## src/rtl/fetch_stage.sv

```systemverilog
`timescale 1ns/1ps
// Instruction-fetch stage of the 16-bit five-stage pipeline.
// Keeps the fetch PC and has at most one request outstanding to a
// variable-latency instruction memory. It loads the IF/ID register with the
// instruction, its PC+2 and a valid bit.
//
// Handshake contract:
// - imem_req is a one-cycle pulse, and imem_addr is valid with it.
// - imem_vld pulses exactly once per request, at least one cycle later.
//   imem_data is valid with that pulse.
// - Decode takes the IF/ID entry in any cycle with if_valid=1 and stall=0.
//   While stall=1, IF/ID holds its contents.
// - A response that arrives during stall with a live IF/ID entry parks in a
//   one-entry skid buffer (state HOLD) until stall falls.
// - redirect has the highest priority. An outstanding response becomes stale
//   (kill) and is dropped when it arrives.
module fetch_stage #(
  parameter logic [15:0] RESET_PC = 16'h0000
) (
  input  logic        clk,
  input  logic        rst_n,
  input  logic        stall,
  input  logic        redirect,
  input  logic [15:0] redirect_pc,
  output logic        imem_req,
  output logic [15:0] imem_addr,
  input  logic        imem_vld,
  input  logic [15:0] imem_data,
  output logic [15:0] if_instr,
  output logic [15:0] if_pc_plus2,
  output logic        if_valid,
  output logic [15:0] pc,
  output logic        fetch_halted,
  output logic [1:0]  dbg_state
);

  localparam logic [3:0] OP_HLT = 4'b1111;

  typedef enum logic [1:0] {
    ST_ISSUE = 2'd0,
    ST_WAIT  = 2'd1,
    ST_HOLD  = 2'd2,
    ST_HALT  = 2'd3
  } state_t;

  state_t      state_q;
  logic        kill_q;
  logic [15:0] pc_q;
  logic [15:0] if_instr_q;
  logic [15:0] if_pc2_q;
  logic        if_valid_q;
  logic [15:0] skid_instr_q;
  logic [15:0] skid_pc2_q;
  logic        halted_q;

  logic [15:0] pc_plus2;
  logic        rsp_hlt;
  logic        skid_hlt;

  // PC increment (16-bit wrap) and HLT opcode detection on the incoming and
  // the buffered instruction.
  always_comb begin
    pc_plus2 = pc_q + 16'd2;
    rsp_hlt  = (imem_data[15:12] == OP_HLT);
    skid_hlt = (skid_instr_q[15:12] == OP_HLT);
  end

  // Fetch FSM, PC, kill flag, skid buffer and the IF/ID register.
  always_ff @(posedge clk or negedge rst_n) begin
    if (!rst_n) begin
      state_q      <= ST_ISSUE;
      kill_q       <= 1'b0;
      pc_q         <= RESET_PC;
      if_instr_q   <= 16'h0000;
      if_pc2_q     <= 16'h0000;
      if_valid_q   <= 1'b0;
      skid_instr_q <= 16'h0000;
      skid_pc2_q   <= 16'h0000;
      halted_q     <= 1'b0;
    end else if (redirect) begin
      // Redirect flushes IF/ID, abandons the skid entry and leaves HALT.
      pc_q       <= redirect_pc;
      if_valid_q <= 1'b0;
      halted_q   <= 1'b0;
      case (state_q)
        ST_ISSUE: begin
          // The request issued this cycle is now stale.
          state_q <= ST_WAIT;
          kill_q  <= 1'b1;
        end
        ST_WAIT: begin
          if (imem_vld) begin
            // The response arriving now is dropped, so nothing is pending.
            state_q <= ST_ISSUE;
            kill_q  <= 1'b0;
          end else begin
            kill_q <= 1'b1;
          end
        end
        default: begin
          state_q <= ST_ISSUE;
          kill_q  <= 1'b0;
        end
      endcase
    end else begin
      // Decode consumes the entry whenever it is not stalling. A load below
      // overrides this clear.
      if (!stall) begin
        if_valid_q <= 1'b0;
      end
      case (state_q)
        ST_ISSUE: begin
          state_q <= ST_WAIT;
        end
        ST_WAIT: begin
          if (imem_vld) begin
            if (kill_q) begin
              kill_q  <= 1'b0;
              state_q <= ST_ISSUE;
            end else if (!stall || !if_valid_q) begin
              if_instr_q <= imem_data;
              if_pc2_q   <= pc_plus2;
              if_valid_q <= 1'b1;
              pc_q       <= pc_plus2;
              halted_q   <= rsp_hlt;
              state_q    <= rsp_hlt ? ST_HALT : ST_ISSUE;
            end else begin
              skid_instr_q <= imem_data;
              skid_pc2_q   <= pc_plus2;
              pc_q         <= pc_plus2;
              state_q      <= ST_HOLD;
            end
          end
        end
        ST_HOLD: begin
          if (!stall) begin
            if_instr_q <= skid_instr_q;
            if_pc2_q   <= skid_pc2_q;
            if_valid_q <= 1'b1;
            halted_q   <= skid_hlt;
            state_q    <= skid_hlt ? ST_HALT : ST_ISSUE;
          end
        end
        default: begin
          state_q <= ST_HALT;
        end
      endcase
    end
  end

  assign imem_req     = rst_n && (state_q == ST_ISSUE);
  assign imem_addr    = pc_q;
  assign if_instr     = if_instr_q;
  assign if_pc_plus2  = if_pc2_q;
  assign if_valid     = if_valid_q;
  assign pc           = pc_q;
  assign fetch_halted = halted_q;
  assign dbg_state    = state_q;

endmodule

```

## config.mk

```make
export PLATFORM = sky130hd
export DESIGN_NAME = fetch_stage
export DESIGN_NICKNAME = d
export VERILOG_FILES = /design/src/rtl/fetch_stage.sv
export SDC_FILE = /design/constraint.sdc
export NUM_CORES = 1
export LEC_CHECK = 0
export BUFFER_PORTS_ARGS = -buffer_cell sky130_fd_sc_hd__buf_4
export CAP_MARGIN = 0
export CORE_MARGIN = 1
export CORE_UTILIZATION = 38
export CTS_CLUSTER_DIAMETER = 60
export DETAILED_ROUTE_END_ITERATION = 8
export PLACE_DENSITY_LB_ADDON = 0.1
export SETUP_SLACK_MARGIN = 0.4
export SLEW_MARGIN = 20
export SYNTH_ARGS = -nofsm -noshare
export SYNTH_HDL_FRONTEND = slang
export SYNTH_SLANG_ARGS = --single-unit
```

## constraint.sdc

```tcl
create_clock -name clk -period 2 [get_ports clk]
set_clock_uncertainty 0.05 [all_clocks]
set_input_delay 0.4 -clock clk [delete_from_list [all_inputs] [get_ports clk]]
set_output_delay 0.4 -clock clk [all_outputs]
set_load 0.02 [all_outputs]
```

; Word level (Yosys, flattened, before mapping)
; Index checks and enable logic that the tools add are counted.
[classes]
addsub = 1
n_eq_ne = 13
mux = 42
bitwise = 3
n_reduce_logical = 15
[ops]
columns = op, count
row1 = 16-bit 2-to-1 mux, 12
row2 = 16-bit one-hot mux with 2 select lines, 2
row3 = 16-bit by 2-bit adder with 16-bit output (second input constant), 1
row4 = 2-bit 2-to-1 mux, 8
row5 = 1-bit 2-to-1 mux, 15
row6 = 3-bit != test (second input constant), 4
row7 = 2-bit != test (second input constant), 5
row8 = 5-bit AND reduction, 2
row9 = 4-bit equality test (second input constant), 2
row10 = 1-bit one-hot mux with 2 select lines, 3
row11 = 2-bit one-hot mux with 3 select lines, 1
row12 = 6-bit AND reduction, 1
row13 = 2-bit nonzero test, 3
row14 = 2-bit one-hot mux with 2 select lines, 1
row15 = 2-bit AND reduction, 2
row16 = 1-bit NOT, 3
row17 = 3-bit AND reduction, 1
row18 = 3-bit nonzero test, 1
row19 = 2-bit by 1-bit equality test with 1-bit output (second input constant), 1
row20 = 2-bit equality test (second input constant), 1
row21 = 1-bit logical NOT, 2
row22 = 2-bit logical NOT, 1
row23 = 1-bit logical AND, 1
row24 = 1-bit logical OR, 1
[totals]
ff_bits = 85
in_bits = 37
output_inout_bits = 69
wordCells = 83

; Longest topological paths before layout
[depth]
word_depth = 7
mapped_depth = 9
depth_no_buf = 6

; Worst setup path before layout
; No wires, ideal clock.
[synth_timing]
path_type = reg-to-reg
start = register state_q[1], in the netlist dbg_state[1]
end = register skid_instr_q[10]
t_arrival_ns = 2.007
required_time_ns = 1.825
slack_ns = -0.182
path_stages_with_launch = 8
path_buffers = 2
path_cell_list = dfrtp_1 -> inv_1 -> ha_1 -> buf_4 -> nand3b_4 -> nor3_2 -> buf_2 -> mux2_2
[synth_between]
elab_chain_cells = 2
[synth_rtl]
columns = item, line_no
row1 = start: declaration, 46  ; state_t state_q;
row2 = start signal: assignment, 126  ; state_q <= rsp_hlt ? ST_HALT : ST_ISSUE;
row3 = start signal: assignment, 141  ; state_q <= skid_hlt ? ST_HALT : ST_ISSUE;
row4 = 2-bit by 1-bit equality test with 1-bit output, 111  ; case (state_q)
row5 = 5-bit AND reduction (no source line), n/a
row6 = end signal: assignment, 128  ; skid_instr_q <= imem_data;
row7 = end: declaration, 52  ; logic [15:0] skid_instr_q;
; Every way passes these cells.
; A chain may end at the register's enable or synchronous reset.

; Worst setup path in the final report
[layout_timing]
start = register state_q[1], in the netlist dbg_state[1]
end = register state_q[0], in the netlist dbg_state[0]
[layout_between]
elab_chain_cells = 3
elab_cells_between_ends = 9
[layout_rtl]
columns = item, line_no
row1 = "2-bit equality test, or another cell as far along", 111
row2 = "2-bit one-hot mux with 3 select lines, or another cell as far along", 111
row3 = 2-bit 2-to-1 mux / 2-bit AND reduction (equally long branches), n/a
; Several ways; a longest one is shown, not always the timed one.

==> metrics <==
reg2reg path depth 7; Worst Tran Pin Value 0.526 ns; later-pin clock latency in the skew report 0.34 ns; Post-Synthesis Cells 430; number of max-cap violations 0; syn_nets 472; Worst R2R Setup Slack 0.19 ns; initial core utilization 0.395; RR Startpoint dbg_state[1]; Routed WL per cell 20.0 um; Setup Slack @ Placement 0.0693 ns; worst r2r dst dbg_state[0]; vias 3892; area of the mapped netlist 4340 um2; area delta synth->final 62.0%; routed wire length 14.3 mm; Post-synth EDFFs 0; via/cell ratio 5.44; share of cells above drive strength 1 0.571; RSZ-0062 raised after global routing yes; core area 11000 um2; worst setup margin 0.189 ns; Final Hold Viols 0; die height 109 um; CTS tree done; n_diodes 0; f_max 0.552 GHz; port bufs 105; hold_ws 0.0549 ns; P_leak 3.06 nW; pwr/cell area 1290 nW/um2; Total Power 9.07 mW; critical path arrival 1.98 ns; count of cell types in the netlist 50; fin crit share 0.905; Routed Antenna Nets 0; Die Width 109 um; Yosys warning count 0; clk buf depth 2; CTS Buf Count 9; CP Capture Type flop; top-area cell type share of the netlist area 0.490; residual DRC count 0; CTS sink cnt 85; FFs w/ async S/R, synth 1.00; gr usage total 0.236; most common cell in the netlist dfrtp_1; Final setup viols 0; I/O Pins 106; hpwl dp 8.11 mm; Row Count 38; Die Footprint 11900 um2; synth cell count leaders 85 x dfrtp_1, 60 x o21ai_0, 29 x nand2_1, 23 x mux2_2; clk slew on worst S/H paths 0.06 ns; Worst Hold Class in -> async; nets 613; Root Driver clkbuf_16; total grt overflow 0; largest net degree at the start of global routing 86; first-pass GRT wire length 20.8 mm; initial antenna violation count 0; Initial DRT Pass Iterations 4; Final TNS setup 0 ns; Tmin final 1.81 ns; Slew Limit Fails 0; WS Path Type reg -> reg; CTS Hold Bufs 0; vias in the first global route 3875; Post-Syn Area per Cell 10.1 um2; startpoint class of the critical path flop; Synth area leaders dfrtp_1 49%, o21ai_0 6.9%, mux2_2 6.0%, mux2i_1 4.6%, xnor2_1 3.2%; post-synthesis sequential area ratio 0.490; prevailing post-synth register cell dfrtp_1; status complete, no violations; Slew Limit Headroom 0.649; Synth area leader dfrtp_1; critical-path maximum fanout 7; drt initial violations 206; htree depth 3; CP required 2.17 ns; placer congestion estimate 0.816; FF+latch count, synth 85; Peak supply drop 0.000809 V
[report_power, final]
part | leakage (nW) | internal [mW] | total (mW) | switching (mW)
combinational | 1.84 | 2.24 | 4.47 | 2.23
clock | 0.152 | 1.07 | 1.76 | 0.694
sequential | 1.07 | 2.33 | 2.83 | 0.508
[through the flow]
stage	cell area [um2]	util	cells
after detailed placement	5420	0.494	652
after global placement	5420	0.494	652
after global routing	7040	0.641	716
after CTS	6410	0.584	700
after floorplan	4560	-	430
final	7040	0.641	716
[state kept, by name (all words and copies together) (netlist names), 2 cells and up]
name,count
skid_instr_q,16
if_pc_plus2,16
imem_addr,16
dbg_state,2
skid_pc2_q,16
if_instr,16
[per-layer routing]
metal	global-route usage	share of wire	wire length, um
met5	0	0	0
met4	0.0888	0.021	297
met3	0.0538	0.058	827
met2	0.384	0.50	7150
met1	0.304	0.42	6070
[what timing repair did]
item                                    in CTS  in global routing
buffers inserted                            25                 12
resized for setup                           75                138
endpoints found under the setup margin      81                 91
cloned                                       7                  4
pin swaps                                   23                 43
hold endpoints to repair                     0                  0
[worst max-delay path by stage]
stage	to	startpoint	cells after the start
floorplan	imem_addr[14]	dbg_state[1]	7
global placement	imem_addr[14]	dbg_state[1]	6
detailed placement	imem_addr[14]	dbg_state[1]	6
CTS	imem_addr[14]	dbg_state[1]	6
global route	if_pc_plus2[12]	dbg_state[1]	8
finish	dbg_state[0]	dbg_state[1]	7
[worst max-delay path, cell delays in order (launching register included)]
cell,delay (ns)
dfrtp_2,0.43
buf_6,0.12
buf_6,0.11
ha_4,0.18
and4_4,0.16
a21oi_4,0.18
a31oi_4,0.11
o32a_1,0.35
[cell type report]
class	count	area [um2]
timing repair buffer	175	1740
multi-input combinational	288	2620
fill	860	3950
clock buffer	13	270
tap	140	175
inverter	12	47.5
sequential	85	2140
clock inverter	3	42.5
[layout by cell type, fill, tap and decap left out, drive strengths merged, types with 4 or more instances in the layout]
cell type,netlist,final
a31oi,4,4
nand3,11,11
clkbuf,21,16
o31ai,5,5
o211ai,8,8
inv,12,12
nor4,8,8
buf,25,172
a21oi,16,16
mux2,24,24
xor2,4,4
nor2,18,18
xnor2,16,16
mux2i,20,20
nor3,10,10
nand4,11,11
o21ai,69,69
ha,5,5
dfrtp,85,85
nand2,29,30
[logic make-up (layout without fill, tap and decap cells)]
logic type,Yosys count,in the layout,synth area share
AOI/OAI and AO/OA,114,114,0.151
and+or+nand+nor,104,105,0.128
DFF,85,85,0.490
buffers and inverters,58,203,0.0680
muxes,44,44,0.108
xor gates and xnor gates,20,20,0.0403
adders and majority gates,5,5,0.0144
No activity file was read; power rests on OpenSTA's default activity.
